===== config.mk =====
export PLATFORM = sky130hd
export DESIGN_NAME = clock_phase_generator
export DESIGN_NICKNAME = d
export VERILOG_FILES = /design/src/rtl/clkgen_pkg.sv /design/src/rtl/clkgen_phase_timer.sv /design/src/rtl/clock_phase_generator.sv
export SDC_FILE = /design/constraint.sdc
export NUM_CORES = 1
export LEC_CHECK = 0
export BUFFER_PORTS_ARGS = -buffer_cell sky130_fd_sc_hd__buf_2
export CORE_ASPECT_RATIO = 0.75
export CORE_MARGIN = 1.5
export CORE_UTILIZATION = 45
export CTS_CLUSTER_DIAMETER = 200
export DETAILED_ROUTE_END_ITERATION = 8
export PLACE_DENSITY = 0.66
export SLEW_MARGIN = 20
export SYNTH_ARGS = -nofsm -noshare
export SYNTH_HDL_FRONTEND = slang
export SYNTH_SLANG_ARGS = --single-unit

===== constraint.sdc =====
create_clock -name CLK -period 1.4 [get_ports CLK]
set_input_delay 0 -clock CLK [delete_from_list [all_inputs] [get_ports CLK]]
set_output_delay 0 -clock CLK [all_outputs]
set_load 0.005 [all_outputs]

===== src/rtl/clkgen_pkg.sv =====
// Shared types, defaults and P/Q/R phase encodings for the four-phase clock generator.
package clkgen_pkg;

    localparam int unsigned DEF_PHASE_LEN = 8;
    localparam int unsigned DEF_GAP_LEN   = 2;
    localparam int unsigned DEF_BIT_COUNT = 14;

    typedef enum logic [2:0] {
        IDLE = 3'd0,
        PH_W = 3'd1,
        PH_X = 3'd2,
        PH_Y = 3'd3,
        PH_Z = 3'd4
    } phase_t;

    typedef struct packed {
        logic p;
        logic q;
        logic r;
    } pqr_t;

    localparam pqr_t ENC_IDLE = 3'b000;
    localparam pqr_t ENC_W    = 3'b101;
    localparam pqr_t ENC_X    = 3'b011;
    localparam pqr_t ENC_Y    = 3'b110;
    localparam pqr_t ENC_Z    = 3'b000;

    // P/Q/R levels presented while in a given phase
    function automatic pqr_t phase_enc(input phase_t ph);
        pqr_t enc;
        enc = ENC_IDLE;
        case (ph)
            PH_W:    enc = ENC_W;
            PH_X:    enc = ENC_X;
            PH_Y:    enc = ENC_Y;
            PH_Z:    enc = ENC_Z;
            default: enc = ENC_IDLE;
        endcase
        return enc;
    endfunction

endpackage


===== src/rtl/clkgen_phase_timer.sv =====
// Per-phase cycle counter with registered terminal-count flag and next-cycle guard flag.
module clkgen_phase_timer
    import clkgen_pkg::*;
#(
    parameter int unsigned PHASE_LEN = DEF_PHASE_LEN,
    parameter int unsigned GAP_LEN   = DEF_GAP_LEN,
    localparam int unsigned CW       = $clog2(PHASE_LEN)
) (
    input  logic          i_clk,
    input  logic          i_rst_n,
    input  logic          i_run,
    output logic [CW-1:0] o_count,
    output logic          o_tc,
    output logic          o_guard_nxt_c
);

    logic [CW-1:0] r_count;
    logic          r_tc;
    logic [CW-1:0] w_count_nxt;

    // Count only while a phase is active; terminal count folds back to zero
    always_comb begin
        w_count_nxt = '0;
        if (i_run && !r_tc) begin
            w_count_nxt = r_count + CW'(1);
        end
    end

    always_ff @(posedge i_clk or negedge i_rst_n) begin
        if (!i_rst_n) begin
            r_count <= '0;
            r_tc    <= 1'b0;
        end else begin
            r_count <= w_count_nxt;
            r_tc    <= (w_count_nxt == CW'(PHASE_LEN - 1));
        end
    end

    assign o_count       = r_count;
    assign o_tc          = r_tc;
    assign o_guard_nxt_c = (w_count_nxt >= CW'(GAP_LEN));

endmodule


===== src/rtl/clock_phase_generator.sv =====
// Four-phase (W/X/Y/Z) non-overlapping clock generator with bit/word timing.
// Optional stop request input enabled by defining CLKGEN_HALT_EN.
module clock_phase_generator
    import clkgen_pkg::*;
#(
    parameter int unsigned PHASE_LEN = DEF_PHASE_LEN,
    parameter int unsigned GAP_LEN   = DEF_GAP_LEN,
    parameter int unsigned BIT_COUNT = DEF_BIT_COUNT,
    localparam int unsigned BCW      = $clog2(BIT_COUNT)
) (
    input  logic           CLK,
    input  logic           RST_N,
`ifdef CLKGEN_HALT_EN
    input  logic           HALT,
`endif
    output logic           CGPP,
    output logic           CGPPN,
    output logic           CGQP,
    output logic           CGQPN,
    output logic           CGRP,
    output logic           CGRPN,
    output logic           BOP,
    output logic [BCW-1:0] BIT_CNT,
    output logic           WORD_STROBE
);

    localparam int unsigned CW = $clog2(PHASE_LEN);

    phase_t         r_state;
    phase_t         w_state_nxt;
    logic [CW-1:0]  w_count;
    logic           w_tc;
    logic           w_guard_nxt;
    logic           w_halt_req;
    logic           w_bit_end;
    logic [BCW-1:0] w_bit_cnt_nxt;
    logic           w_strobe_nxt;
    logic           w_bop_nxt;
    pqr_t           w_enc;

    logic           r_cgpp, r_cgppn, r_cgqp, r_cgqpn, r_cgrp, r_cgrpn;
    logic           r_bop;
    logic [BCW-1:0] r_bit_cnt;
    logic           r_strobe;

`ifdef CLKGEN_HALT_EN
    assign w_halt_req = HALT;
`else
    assign w_halt_req = 1'b0;
`endif

    clkgen_phase_timer #(
        .PHASE_LEN (PHASE_LEN),
        .GAP_LEN   (GAP_LEN)
    ) u_timer (
        .i_clk         (CLK),
        .i_rst_n       (RST_N),
        .i_run         (r_state != IDLE),
        .o_count       (w_count),
        .o_tc          (w_tc),
        .o_guard_nxt_c (w_guard_nxt)
    );

    // Next phase; stop request only honoured at the end of a full bit time
    always_comb begin
        w_state_nxt = r_state;
        w_bit_end   = 1'b0;
        case (r_state)
            IDLE: if (!w_halt_req) w_state_nxt = PH_W;
            PH_W: if (w_tc) w_state_nxt = PH_X;
            PH_X: if (w_tc) w_state_nxt = PH_Y;
            PH_Y: if (w_tc) w_state_nxt = PH_Z;
            PH_Z: begin
                if (w_tc) begin
                    w_bit_end   = 1'b1;
                    w_state_nxt = w_halt_req ? IDLE : PH_W;
                end
            end
            default: w_state_nxt = IDLE;
        endcase

        w_bit_cnt_nxt = r_bit_cnt;
        if (w_bit_end) begin
            w_bit_cnt_nxt = (r_bit_cnt == BCW'(BIT_COUNT - 1)) ? '0 : r_bit_cnt + BCW'(1);
        end

        w_enc        = phase_enc(w_state_nxt);
        w_bop_nxt    = (w_state_nxt != IDLE) && w_guard_nxt;
        // Fires one cycle early so the registered pulse lands on the last Z cycle
        w_strobe_nxt = (r_state == PH_Z) && (w_count == CW'(PHASE_LEN - 2)) &&
                       (r_bit_cnt == BCW'(BIT_COUNT - 1));
    end

    always_ff @(posedge CLK or negedge RST_N) begin
        if (!RST_N) begin
            r_state   <= IDLE;
            r_cgpp    <= 1'b0;
            r_cgppn   <= 1'b1;
            r_cgqp    <= 1'b0;
            r_cgqpn   <= 1'b1;
            r_cgrp    <= 1'b0;
            r_cgrpn   <= 1'b1;
            r_bop     <= 1'b0;
            r_bit_cnt <= '0;
            r_strobe  <= 1'b0;
        end else begin
            r_state   <= w_state_nxt;
            r_cgpp    <= w_enc.p;
            r_cgppn   <= ~w_enc.p;
            r_cgqp    <= w_enc.q;
            r_cgqpn   <= ~w_enc.q;
            r_cgrp    <= w_enc.r;
            r_cgrpn   <= ~w_enc.r;
            r_bop     <= w_bop_nxt;
            r_bit_cnt <= w_bit_cnt_nxt;
            r_strobe  <= w_strobe_nxt;
        end
    end

    assign CGPP        = r_cgpp;
    assign CGPPN       = r_cgppn;
    assign CGQP        = r_cgqp;
    assign CGQPN       = r_cgqpn;
    assign CGRP        = r_cgrp;
    assign CGRPN       = r_cgrpn;
    assign BOP         = r_bop;
    assign BIT_CNT     = r_bit_cnt;
    assign WORD_STROBE = r_strobe;

endmodule


### After elaboration in Yosys (flattened, before gate mapping)

Index checks and enable logic that the tools add are counted.

| word-level totals | value |
|---|---|
| register bits after elaboration | 19 |
| output and inout bits | 12 |

| operators by class | value |
|---|---|
| add/sub/neg operators | 2 |
| order comparisons | 1 |
| equal/unequal tests | 10 |
| multiplexer cells | 10 |
| bitwise operators | 3 |
| reductions and logical operators | 8 |

Operators with widths:

| kind | count |
|---|---|
| $mux 3 | 5 |
| $pmux 3 s5 | 1 |
| $eq 3x2->1 const B | 4 |
| $eq 3x3->1 const B | 3 |
| $pmux 3 s3 | 1 |
| $eq 3x1->1 const B | 2 |
| $reduce_bool 3->1 | 2 |
| $add 4x1->4 const B | 1 |
| $eq 4x4->1 const B | 1 |
| $logic_and 1x1->1 | 4 |
| $mux 4 | 1 |
| $add 3x1->3 const B | 1 |
| $ge 3x2->1 const B | 1 |
| $logic_not 3->1 | 1 |
| $not 1->1 | 3 |
| $mux 1 | 2 |
| $logic_not 1->1 | 1 |

### Longest topological paths before layout

Gate-level depths: netlist (run 1).

| logic depth | value |
|---|---|
| depth after elaboration | 5 |
| depth in mapped cells | 4 |
| depth with buffers taken out | 4 |

### Cells and area by module

A second synthesis (run 1) with hierarchy kept.

| unflattened totals | value |
|---|---|
| cells, all modules | 67 |
| area, all modules | 797.0 µm² |

Modules (own cells, without submodules):

| module | times used | cells an instance | area an instance (µm²) | seq. area each (µm²) |
|---|---|---|---|---|
| clock_phase_generator | 1 | 54 | 629.4 | 379.1 |
| clkgen_phase_timer | 1 | 13 | 167.7 | 100.1 |

### Worst setup path before layout (run 1)

Ideal clock, no wire load.

| path | value |
|---|---|
| kind | register to register |
| start point | register r_state[0] |
| end point | register r_bit_cnt[1], in the netlist BIT_CNT[1] |
| library setup time | 0.125 ns |
| arrival time | 1.173 ns |
| required time | 1.275 ns |
| slack | 0.102 ns |
| cell stages (with the launch flop) | 5 |
| cell sequence | dfrtp_1 buf_6 and4bb_4 nand2_2 mux2_4 |

| on the way | value |
|---|---|
| cells in the longest elaborated chain, start to end | 2 |

Ends and longest elaborated chain:

| element | line | text |
|---|---|---|
| from (decl) | clock_phase_generator.sv:29 | `phase_t r_state;` |
| from (signal assigned) | clock_phase_generator.sv:107 | `r_state <= w_state_nxt;` |
| $eq 3x3->1 | clock_phase_generator.sv:68 | `case (r_state)` |
| $mux 1 | clock_phase_generator.sv:68 |  |
| to (signal assigned) | clock_phase_generator.sv:115 | `r_bit_cnt <= w_bit_cnt_nxt;` |
| to (decl) | clock_phase_generator.sv:43 | `logic [BCW-1:0] r_bit_cnt;` |

No other way between the ends.
A chain may end at the register's enable or synchronous reset.

### Worst setup path in the final report (run 1)

Ends and elaborated chain as after synthesis.

==> results.py, run 1 <==
metrics = {
    "timing": {
        "fin_setup_tns_ps": 0,
        "worstMarginPinSlew_ps": 413,
        "clock.fmax_ghz": 0.754,
        "finClkSkew_ps": 6.65,
        "setup_viol": 0,
        "period_minus_slack_ps": 1330,
        "max_slew_margin_pct": 72.5,
        "final-hold-violation-count": 0,
        "maxSlewViolCount": 0,
        "rsz0062_at_grt": "no",
        "fin_crit_sh_pct": 94.8,
    },
    "pwr": {
        "p_leak_nw": 0.428,
        "vdd_drop_max_mv": 0.544,
        "p_per_area_mw_per_mm2": 878,
        "power_mw": 0.830,
    },
    "setup_path": {
        "end_kind": "flip-flop",
        "max_stage_delay_ps": 450,
        "path_class": "flip-flop to flip-flop",
        "cp_slowest_cell": "dfrtp_1",
        "critPathMaxFanout": 7,
        "crit_arrival_ps": 1510,
        "path_delay_family": "simple AND/OR/NAND/NOR gates",
        "cp_data_required_time_ps": 1590,
        "worst-path-buf-inv": 0,
        "path_cells": "and4bb_4, nand2_2, mux2_4",
        "crit_path_start_kind": "flip-flop",
    },
    "logic_synthesis": {
        "yosysUniqueCellTypes": 32,
        "yosys.area.top_type": "dfrtp_1",
        "yosys_register_bits": 19,
        "ys_top_cells_by_area": "dfrtp_1 49%, dfstp_2 9.6%, ha_1 3.1%",
        "seq_area_frac_synth_pct": 58.7,
        "synthSimpleGateAreaFrac_pct": 18.5,
        "synthArstFlopShare_pct": 100,
        "syn_nets": 73,
        "syn_area_um2": 817,
        "yosysMostFrequentCell": "dfrtp_1",
        "synth_cells": 69,
        "synth_mux_area_share_pct": 1.84,
        "synth_edf_count": 0,
        "ys_warn_count": 0,
        "synth_compound_area_share_pct": 9.49,
        "yosys.area.top_type_share_pct": 49.0,
        "synth_xor_area_share_pct": 3.22,
        "synth_top_family_by_area": "simple AND/OR/NAND/NOR gates",
        "yosys-top-cells-count": "16 x dfrtp_1, 6 x nor2_1",
        "synth_adder_area_share_pct": 3.06,
        "avgSynthCellArea_um2": 11.8,
        "ys.flop_type": "dfrtp_1",
    },
    "cts": {
        "ctsHtreeMaxLevel": 1,
        "clockBufferDepth": 2,
        "cts.sinks": 19,
        "clkTransAtPathRegs_ps": 100,
        "root_buffer": "clkbuf_4",
        "cts_tree": "built",
        "cts_inserted_buffers": 3,
        "clkLatencyLatePin_ps": 300,
    },
    "global_routing": {
        "grt_pass1_wl_mm": 2.25,
        "antenna_found_initial": 0,
        "grt_max_degree": 20,
        "grt_pass1_vias": 498,
        "overflow": 0,
        "grt.total_usage_pct": 16.5,
    },
    "status": {
        "outcome": "complete, no violations",
    },
    "detailed_routing": {
        "wl_per_cell_um": 11.9,
        "drtIter0Drc": 9,
        "vias_per_cell": 5.04,
        "ant_nets": 0,
        "drt-pass1-iter-count": 4,
        "routed_wl_mm": 1.29,
        "num_vias": 544,
        "post-route-drc-count": 0,
    },
    "placed_design": {
        "portBuffers": 13,
        "gp_congestion": 0.763,
        "dp_cells": 103,
        "hpwl_um": 932,
    },
    "cells_and_area": {
        "nets": 91,
        "seq_area_um2": 479,
        "largest_register_ffs": 4,
        "areaGrowthSynthToFinish_pct": 15.6,
        "layout-drive-gt1-share_pct": 33.7,
        "multi_input_area_um2": 302,
        "diodes": 0,
        "n_fill_cell": 158,
        "layout.cells.non_filler": 108,
    },
    "floorplan": {
        "core_mm2": 0.00172,
        "die_h_um": 39.9,
        "start_util_pct": 47.4,
        "rows": 13,
        "die_area_mm2": 0.00208,
        "io-pin-count": 14,
        "die_x_um": 52.2,
    },
    "job": {
        "max_cap_viol_count": 0,
    },
    "worst_hold_path": {
        "hold_path.class": "primary input to asynchronous set/reset pin",
    },
}
## worst register-to-register path, delay by kind of cell (launching register included)
kind | cells | cell delay (ps)
muxes | 1 | 300
and+or+nand+nor | 2 | 470
DFF | 1 | 450
## layout make-up
class	instances	area share (%)
flip-flops and latches	19	50.7
clock inverters	1	0.530
inverters	3	1.19
clock buffers	3	2.38
repair buffers	17	10.3
multi-input cells	43	31.9
well taps	22	2.91
## report_power, final
group | total (mW) | switching, mW | internal [mW]
logic | 0.0131 | 0.0102 | 0.00282
clock network | 0.268 | 0.161 | 0.106
registers | 0.549 | 0 | 0.549
## final timing paths
kind                                      endpoint                from  slack (ps)  cells after the start
min in group CLK                u_timer.o_count[0]  u_timer.o_count[0]         500                      1
worst max register to register          BIT_CNT[1]          r_state[0]          70                      3
max in group asynchronous                    CGRPN               RST_N         920                      2
worst min-delay path                    BIT_CNT[0]               RST_N         150                      2
worst max-delay path                    BIT_CNT[1]          r_state[0]          70                      3
worst min register to register  u_timer.o_count[0]  u_timer.o_count[0]         500                      1
## cell families after synthesis
| kind of cell | Yosys count |
|---|---|
| flops | 19 |
| simple gates | 26 |
| compound gates | 11 |
| buf+inv | 7 |
| fa+ha+maj | 2 |
| xor+xnor | 3 |
| mux | 1 |
## what timing repair did
| action | in CTS | in global routing |
|---|---|---|
| hold endpoints to repair | 19 | 0 |
| hold buffers | 1 | 0 |
| setup buffers | 0 | 0 |
| endpoints found under the setup margin | 0 | 1 |
| gates resized for setup | 0 | 2 |
## layer usage
| layer | vias to the layer above | share of wire (%) | track usage [%] |
|---|---|---|---|
| met3 | 4 | 5.5 | 8.02 |
| met5 | - | 0 | 0 |
| met4 | 0 | 1.6 | 7.69 |
| met2 | 10 | 41 | 22.8 |
| li1 | 271 | - | - |
| met1 | 259 | 52 | 21.9 |
## metrics by stage
step	area (um^2)	setup WS [ps]	hold WS (ps)	utilization [%]
4_1_cts	938	2.28	158	54.4
3_3_place_gp	901	0.578	-44.4	52.2
5_1_grt	945	16.1	190	54.8
3_5_place_dp	901	88.6	-40.0	52.2
2_1_floorplan	817	102	-296	-
6_report	945	73.0	154	54.8
## placed cells by master, fill, tap and decap left out, types with 3 or more instances in the layout
master and n:
buf_4 3, inv_1 3, buf_2 13, clkbuf_4 3, nor2_1 6, nand2b_1 3
and3_1 3, nand2_1 3, dfrtp_1 16, dfstp_2 3
Note: power is estimated with default switching activity, not from simulation.
==> run 2, diff against run 1 <==
--- a/config.mk
+++ b/config.mk
@@ -6,12 +6,15 @@
 export NUM_CORES = 1
 export LEC_CHECK = 0
 export BUFFER_PORTS_ARGS = -buffer_cell sky130_fd_sc_hd__buf_2
+export CAP_MARGIN = 20
+export CELL_PAD_IN_SITES_DETAIL_PLACEMENT = 0
+export CELL_PAD_IN_SITES_GLOBAL_PLACEMENT = 1
 export CORE_ASPECT_RATIO = 0.75
 export CORE_MARGIN = 1.5
-export CORE_UTILIZATION = 45
+export CORE_UTILIZATION = 41
 export CTS_CLUSTER_DIAMETER = 200
 export DETAILED_ROUTE_END_ITERATION = 8
-export PLACE_DENSITY = 0.66
+export PLACE_DENSITY_LB_ADDON = 0.1
 export SLEW_MARGIN = 20
 export SYNTH_ARGS = -nofsm -noshare
 export SYNTH_HDL_FRONTEND = slang
==> results.py, run 2 (synthesized netlist as in run 1, its figures left out) <==
metrics = {
    "setup_path": {
        "end_kind": "flip-flop",
        "cp_slowest_cell": "dfrtp_1",
        "critPathMaxFanout": 9,
        "path_delay_family": "flip-flops",
        "path_depth": 3,
        "worst-path-buf-inv": 0,
        "reg2regPathDepth": 3,
        "path_cells": "and4bb_4, nand2_2, mux2_4",
        "crit_arrival_ps": 1520,
        "crit_path_start_kind": "flip-flop",
        "max_stage_delay_ps": 520,
        "path_class": "flip-flop to flip-flop",
        "reg2reg_slack_ps": 70,
        "cp_data_required_time_ps": 1590,
    },
    "timing": {
        "period_minus_slack_ps": 1330,
        "worstMarginPinSlew_ps": 424,
        "setup_viol": 0,
        "fin_setup_tns_ps": 0,
        "clock.fmax_ghz": 0.753,
        "post-route-worst-setup-slack_ps": 71.8,
        "fin_crit_sh_pct": 94.9,
        "max_slew_margin_pct": 71.7,
        "maxSlewViolCount": 0,
        "finClkSkew_ps": 6.85,
        "final-hold-violation-count": 0,
        "rsz0062_at_grt": "no",
    },
    "global_routing": {
        "grt_pass1_wl_mm": 2.21,
        "grt_util_met2_pct": 17.6,
        "met1_usage_pct": 20.4,
        "overflow": 0,
        "grt.total_usage_pct": 14.0,
        "grtUsageMet3_pct": 7.55,
        "antenna_found_initial": 0,
        "grt_pass1_vias": 474,
        "grt_max_degree": 20,
        "globalRoute.busiestLayer": "met1",
    },
    "detailed_routing": {
        "post-route-drc-count": 0,
        "routed_wl_mm": 1.34,
        "ant_nets": 0,
        "num_vias": 538,
        "drtIter0Drc": 8,
        "vias_per_cell": 4.98,
        "wl_per_cell_um": 12.4,
        "drt-pass1-iter-count": 4,
    },
    "cts": {
        "ctsHtreeMaxLevel": 1,
        "clockBufferDepth": 2,
        "clkLatencyLatePin_ps": 300,
        "clkTransAtPathRegs_ps": 100,
        "cts.sinks": 19,
        "cts_inserted_buffers": 3,
        "postCtsSetupRepairBufs": 0,
        "cts_tree": "built",
        "root_buffer": "clkbuf_4",
    },
    "placed_design": {
        "gp_congestion": 0.683,
        "post-place-ws_ps": 118,
        "portBuffers": 13,
        "hpwl_um": 892,
    },
    "worst_hold_path": {
        "hold_path.class": "primary input to asynchronous set/reset pin",
    },
    "job": {
        "max_cap_viol_count": 0,
    },
    "cells_and_area": {
        "nets": 91,
        "mostFrequentLayoutCell": "dfrtp_1",
        "diodes": 0,
        "layout-drive-gt1-share_pct": 32.6,
        "largest_register_ffs": 4,
        "mostFrequentLayoutCells": "16 x dfrtp_1, 13 x buf_2, 6 x nor2_1",
        "areaGrowthSynthToFinish_pct": 15.5,
    },
    "floorplan": {
        "rows": 13,
        "core_mm2": 0.00181,
        "die_area_mm2": 0.00227,
        "io-pin-count": 14,
        "die_x_um": 54.5,
        "die_h_um": 41.7,
        "start_util_pct": 45.3,
    },
    "pwr": {
        "vdd_drop_max_mv": 0.583,
        "power_mw": 0.834,
        "p_leak_nw": 0.425,
        "p_per_area_mw_per_mm2": 884,
    },
    "status": {
        "outcome": "complete, no violations",
    },
}
[run 2: final timing paths]
kind | end | from
min in group CLK | u_timer.o_count[0] | u_timer.o_count[0]
worst max register to register | BIT_CNT[1] | u_timer.o_tc
worst min register to register | u_timer.o_count[0] | u_timer.o_count[0]
worst min-delay path | BIT_CNT[1] | RST_N
worst max-delay path | BIT_CNT[1] | u_timer.o_tc
max in group asynchronous | CGQPN | RST_N
[run 2: power by group]
group / total [mW] / switching (mW) / internal, mW
clock: 0.272 / 0.161 / 0.111
sequential: 0.549 / 0 / 0.549
combinational: 0.0133 / 0.0105 / 0.00282
[run 2: layout make-up]
cell class | instances | area [um^2]
inverter | 3 | 11.3
multi-input combinational | 43 | 302
tap | 22 | 27.5
timing repair buffer | 17 | 97.6
fill | 156 | 862
sequential | 19 | 479
clock buffer | 4 | 26.3
[run 2: routing by layer]
layer / part of all wire, % / vias up
met1: 54 / 244
met5: 0 / -
li1: - / 277
met3: 5.9 / 2
met4: 1.3 / 0
met2: 39 / 15
[run 2: timing repair]
action,in CTS,in global routing
endpoints found under the hold margin,19,0
resized for setup,0,2
setup endpoints to repair,0,1
hold buffers,1,0
[run 2: per-stage QoR]
step / utilization, % / area, um^2 / hold WS, ps / cells
floorplan: - / 817 / -296 / 69
global placement: 49.9 / 901 / -36.7 / 103
detailed placement: 49.9 / 901 / -30.7 / 103
CTS: 51.9 / 937 / 167 / 108
global route: 52.3 / 943 / 222 / 108
finish: 52.3 / 943 / 160 / 108
[run 2: worst reg2reg max path, stage by stage, from the launching register on]
cell and delay, ps:
dfrtp_1 520, and4bb_4 320, nand2_2 80, mux2_4 300
